<file path="src/rtl/mod_exp_pkg.sv">
// mod_exp_pkg: shared controller state encoding and default operand width.
package mod_exp_pkg;
  localparam int WIDTH_DEF = 192;
  typedef enum logic [2:0] {
    IDLE,
    SQR_ISSUE,
    SQR_WAIT,
    MUL_ISSUE,
    MUL_WAIT,
    NEXT,
    DONE
  } state_t;
endpackage

</file>
<file path="src/rtl/lz_msb_find.sv">
// lz_msb_find: index of the most significant set bit of vec_i (0 when vec_i is 0).
module lz_msb_find #(
  parameter int WIDTH = 8
) (
  input  logic [WIDTH-1:0]         vec_i,
  output logic [$clog2(WIDTH)-1:0] msb_o
);
  always_comb begin
    msb_o = '0;
    for (int i = 0; i < WIDTH; i++)
      if (vec_i[i]) msb_o = i[$clog2(WIDTH)-1:0];
  end
endmodule

</file>
<file path="src/rtl/mod_exp_ctrl.sv">
// mod_exp_ctrl: left-to-right square-and-multiply sequencer driving a shared Montgomery multiplier.
// Define MOD_EXP_CTRL_LZ_SKIP_EN to start at the exponent's MSB and short-cut exp=0.
module mod_exp_ctrl
  import mod_exp_pkg::*;
#(
  parameter int WIDTH = WIDTH_DEF
) (
  input  logic             clk,
  input  logic             reset,
  input  logic             start,
  input  logic [WIDTH-1:0] base,
  input  logic [WIDTH-1:0] one_m,
  input  logic [WIDTH-1:0] exp,
  output logic             busy,
  output logic             done,
  output logic [WIDTH-1:0] result,
  output logic             mm_start,
  output logic [WIDTH-1:0] mm_a,
  output logic [WIDTH-1:0] mm_b,
  input  logic             mm_done,
  input  logic [WIDTH-1:0] mm_z
);
  localparam int IW = $clog2(WIDTH);
  state_t state_q, state_d;
  logic [WIDTH-1:0] base_q, base_d, exp_q, exp_d, acc_q, acc_d;
  logic [WIDTH-1:0] res_q, res_d, a_q, a_d, b_q, b_d;
  logic [IW-1:0]    idx_q, idx_d, idx_init;
  logic             skip;
`ifdef MOD_EXP_CTRL_LZ_SKIP_EN
  lz_msb_find #(.WIDTH(WIDTH)) u_msb (.vec_i(exp), .msb_o(idx_init));
  assign skip = (exp == '0);
`else
  assign idx_init = IW'(WIDTH - 1);
  assign skip     = 1'b0;
`endif
  always_comb begin
    state_d = state_q;
    base_d  = base_q;
    exp_d   = exp_q;
    acc_d   = acc_q;
    idx_d   = idx_q;
    case (state_q)
      IDLE: if (start) begin
        base_d  = base;
        exp_d   = exp;
        acc_d   = one_m;
        idx_d   = idx_init;
        state_d = skip ? DONE : SQR_ISSUE;
      end
      SQR_ISSUE: state_d = SQR_WAIT;
      SQR_WAIT: if (mm_done) begin
        acc_d   = mm_z;
        state_d = exp_q[idx_q] ? MUL_ISSUE : NEXT;
      end
      MUL_ISSUE: state_d = MUL_WAIT;
      MUL_WAIT: if (mm_done) begin
        acc_d   = mm_z;
        state_d = NEXT;
      end
      NEXT: begin
        state_d = (idx_q == '0) ? DONE : SQR_ISSUE;
        idx_d   = (idx_q == '0) ? idx_q : idx_q - 1'b1;
      end
      DONE:    state_d = IDLE;
      default: state_d = IDLE;
    endcase
    // Operand registers load on entry to an issue state so they hold through the wait.
    a_d   = (state_d == SQR_ISSUE || state_d == MUL_ISSUE) ? acc_d : a_q;
    b_d   = (state_d == MUL_ISSUE) ? base_d : (state_d == SQR_ISSUE) ? acc_d : b_q;
    res_d = (state_d == DONE) ? acc_d : res_q;
  end
  always_ff @(posedge clk or negedge reset) begin
    if (!reset) begin
      state_q <= IDLE;
      base_q  <= '0;
      exp_q   <= '0;
      acc_q   <= '0;
      idx_q   <= '0;
      res_q   <= '0;
      a_q     <= '0;
      b_q     <= '0;
    end else begin
      state_q <= state_d;
      base_q  <= base_d;
      exp_q   <= exp_d;
      acc_q   <= acc_d;
      idx_q   <= idx_d;
      res_q   <= res_d;
      a_q     <= a_d;
      b_q     <= b_d;
    end
  end
  assign busy     = (state_q != IDLE) && (state_q != DONE);
  assign done     = (state_q == DONE);
  assign mm_start = (state_q == SQR_ISSUE) || (state_q == MUL_ISSUE);
  assign mm_a     = a_q;
  assign mm_b     = b_q;
  assign result   = res_q;
endmodule

</file>
<file path="config.mk">
export PLATFORM = sky130hd
export DESIGN_NAME = mod_exp_ctrl
export DESIGN_NICKNAME = d
export VERILOG_FILES = /design/src/rtl/mod_exp_pkg.sv /design/src/rtl/lz_msb_find.sv /design/src/rtl/mod_exp_ctrl.sv
export SDC_FILE = /design/constraint.sdc
export NUM_CORES = 2
export LEC_CHECK = 0
export ABC_AREA = 1
export CORE_AREA = 4 4 530 532
export DETAILED_ROUTE_END_ITERATION = 10
export DIE_AREA = 0 0 534 536
export PLACE_DENSITY = 0.45
export RECOVER_POWER = 100
export SYNTH_ARGS = -nofsm -noshare
export SYNTH_HDL_FRONTEND = slang
export SYNTH_HIERARCHICAL = 1
export SYNTH_SLANG_ARGS = --single-unit
</file>
<file path="constraint.sdc">
create_clock -name clk -period 3.22 [get_ports clk]
set_input_delay 0.322 -clock clk [delete_from_list [all_inputs] [get_ports clk]]
set_output_delay 0.322 -clock clk [all_outputs]
set_load 0.01 [all_outputs]
</file>
==> summary.md <==
| Metric | Value |
|---|---|
| Met2 layer usage reported by global route | 29.5% |
| Overall routing resource usage | roughly 18% |
| Most common cell in the synthesized netlist | sky130_fd_sc_hd__nand2_1 |
| Maximum achievable frequency | 328 MHz |
| Wire length of the first global-routing pass | 378000 um |
| Cell area after synthesis | 0.0493 mm^2 |
| Most frequently used flop master after synthesis | sky130_fd_sc_hd__dfrtp_1 |
| Layer carrying the most global-route usage | met2 |
| Number of remaining DRC errors | 0 |
| Clock sink count | 1163 |
| Skew final | 0.0541 ns |
| Sum of negative setup slack | 0 ns |
| Via density | 4.27 |
| Detail-routed net length per standard cell | 24.7 um |
| Number of global-route vias before repair | 46995 |
| Path category of the worst min-delay check | primary input to register |
| Destination of the worst register-to-register timing path | mm_b[30] |
| Critical path start-end classification | register to register |
| Total clock buffers created by CTS | 145 |
| Y dimension of the die | 536 um |
| Endpoints failing hold | 0 |
| Register bit count reported by yosys | 1163 |
| Max FO, Critical Path | 30 |
| First drt pass iteration count | 6 |
| Clock tree from TritonCTS | built |
| Cell class contributing the biggest share of worst-path delay | compound AO/OA/AOI/OAI gates |
| Post-synth EDFFs | 0 |
| Overall power | 76.9 mW |
| Signal arrival time at the worst endpoint | 3.71 ns |
| Clock slew at the register clock pins of the worst setup and hold paths | 0.06 ns |
| Placeable core area | between 0.2 and 0.3 mm^2 |
| Number of distinct standard cells referenced by the synthesized netlist | 32 |
| Ranking of synthesized cells by instance count | sky130_fd_sc_hd__nand2_1, sky130_fd_sc_hd__dfrtp_1, sky130_fd_sc_hd__inv_1 |
| Cell with the biggest individual delay on the critical path | sky130_fd_sc_hd__a221oi_1 |
| Final standard cell count with taps included and fillers excluded | 11033 |
| Cell type with the highest occurrence count on the critical path | sky130_fd_sc_hd__nand2_1 |
| Largest net degree at the start of global routing | 156 |
| DR iter-0 viols | between 3000 and 4000 |
| Logic depth of the worst path, buffers included | 12 |
| Met1 track utilization from global routing | 23.5% |
| Final antenna-violating net count | 0 |
| Endpoint of the most critical setup path | mm_b[30] |
| Critical path launch point type | register |
| Period utilisation layout | 94.6% |
| Weighted congestion reported at the end of routability-driven placement | 0.885 |
| Number of pins exceeding their max-slew limit in the final report | 86 |
| CP Cell Sequence | inv_1 -> nor3_1 -> inv_1 -> nand2_1 -> nand2_1 -> nand2_1 -> buf_12 -> nor2_1 -> a221oi_1 -> nor2_1 -> nand2_1 -> nand3_1 |
| Violated checks | max-capacitance violations, max-slew violations |
| Run status | complete, but fails checks |
| Largest incremental delay on the critical path | between 1 and 1.5 ns |
| Worst Path Required | 3.89 ns |
| Max VDD drop | 0.683 mV |
| Kind of end point of the critical path | register |
| Depth of the worst register-to-register path | 12 |
| Effective utilization at floorplan | 17.9% |
| Syn. warnings | 6 |
| DIE WIDTH | approximately 530 um |
| Register-to-register path setup slack | 0.17 ns |
| Placed wire-length estimate after detailed placement | approximately 210000 um |
| Seq/Total Area, Yosys | 59.0% |
| Final Critical Period | a little over 3 ns |
| Setup violation total in the final timing report | 0 |
| Average instance area after synthesis | 8.72 um^2 |
| Number of antenna violations at the first check in global routing | 95 |
| Cells after Synth | 5656 |
| Area delta synth->final | 51.2% |
| P_leak | 33.3 nW |
| Total Die Area | ~0.29 mm^2 |
| Grt ovf | 0 |
| Number of maximum-capacitance violations | 1 |
| Beginning of the critical path | state_q[1] |
| Met3 Resource Use GR | 5.72% |
| Fill cell count | 29593 |
| Clock tree root buffer cell | sky130_fd_sc_hd__clkbuf_16 |
| Worst reg2reg path startpoint | state_q[1] |
| Share of synthesized flip-flops with an asynchronous set or reset | 100% |
| Final Net Count | 7958 |
| Proportion of netlist area held by the largest area contributor | 59.0% |
| Cells taking the most area after synthesis | sky130_fd_sc_hd__dfrtp_1, sky130_fd_sc_hd__nand2_1, sky130_fd_sc_hd__nand3_1 |
| CTS max path bufs | 3 |
| Cell taking the most area after synthesis | sky130_fd_sc_hd__dfrtp_1 |
| Number of top-level pins | 1351 |
| Worst-Skew Late Latency | 0.82 ns |
| Slew at the pin with the worst max-slew slack | approximately 2.2 ns |
| Vias | 47070 |
| Hold slack | roughly 0.097 ns |
| Power density cells | between 1000 and 1500 mW/mm^2 |
| Routed wire length | between 200000 and 300000 um |
| Placement row count | 193 |
| Inst Count DP | ~11000 |
| Critical path buffer and inverter count | 3 |
| Worst-case headroom to the max-slew limit | -45.6% |
| Level count of the clock H-tree | 4 |
| Synth Net Count | about 6400 |
| Number of input and output port buffers inserted | 1350 |
| Fraction of final layout cells with drive strength greater than 1 | under 10% |
[layout make-up]
class                           count  area (um^2)  share of cell area [%]
Sequential cell                  1163        29100                    39.0
Clock inverter                     60          831                    1.11
Timing Repair Buffer             1799        17500                    23.5
Inverter                          538         2030                    2.73
Clock buffer                      196         4080                    5.47
Multi-Input combinational cell   3538        16300                    21.9
Tap cell                         3705         4640                    6.21
Antenna cell                       34         85.1                   0.114
[worst min path at each step]
stage / from / end / slack, ns / cells after the start
final: base[64] / base_q[64] / 0.1 / 3
after global routing: exp[74] / exp_q[74] / 0.04 / 3
after CTS: exp[60] / exp_q[60] / 0.0001 / 3
after detailed placement: reset / base_q[139] / 0.39 / 1
after global placement: reset / base_q[139] / 0.39 / 1
after floorplan: reset / acc_q[0] / 0.03 / 0
[timing repair]
action,CTS,global route
hold buffers,32,0
setup buffers,0,8
pin swaps,0,1
gates resized for setup,1,23
gates cloned,0,9
hold endpoints to repair,98,0
endpoints found under the setup margin,2,270
[per-layer routing]
| metal | up-vias | wire length (um) |
|---|---|---|
| met5 | - | 333 |
| met4 | 48 | 7800 |
| met3 | 363 | 24200 |
| met2 | 1932 | 126000 |
| met1 | 23160 | 114000 |
| li1 | 21567 | - |
[cell families (layout without fill, tap and decap cells)]
| family | after synthesis | in the layout | synth area share [%] |
|---|---|---|---|
| simple gates | 2530 | 2530 | 20.6 |
| flops | 1163 | 1163 | 59.0 |
| compound gates | 1006 | 1006 | 12.3 |
| buf+inv | 955 | 2593 | 8.11 |
| fa+ha+maj | 1 | 1 | 0.0254 |
| xor+xnor | 1 | 1 | 0.0178 |
| other cells | 0 | 34 | 0 |
[state kept, by name, summed over array words and instances, names as in the netlist]
signal	flops
acc_q	192
mm_a	192
mm_b	192
result	192
state_q	3
base_q	192
idx_q	8
exp_q	192
[worst register-to-register path: cells and delay by family, from the launching register on]
kind	cells	cell delay (ns)
AO/OA/AOI/OAI	1	1.04
AND/OR/NAND/NOR	8	1.10
buffers and inverters	3	0.39
flip-flops	1	0.42
[layout by cell type (no fill, tap or decap), drive strengths merged, types with 4 or more instances in the layout]
master,count
nor2,407
o21ai,366
a21oi,232
a31oi,193
nor3,7
o2111ai,4
bufinv,10
dfrtp,1163
nand2,1633
clkbuf,382
o211ai,18
inv,545
nand3,471
nand4,10
buf,232
diode,34
a221oi,192
clkinvlp,4
clkdlybuf4s50,770
dlygate4sd3,611
clkinv,39
[per-stage QoR]
step                      setup WS [ns]  utilization (%)  area [um^2]
after floorplan                   0.803                -        49300
after global placement          -0.0207             25.2        69600
after detailed placement       -0.00311             25.2        69600
after CTS                       0.00562             27.1        74800
after global routing           -0.00610             27.0        74600
final                             0.174             27.0        74600
[power breakdown]
group	internal (mW)	switching, mW
registers	20.6	2.61
clock network	9.81	7.19
logic	13.3	23.4
Power figures use the tool's default switching activity.
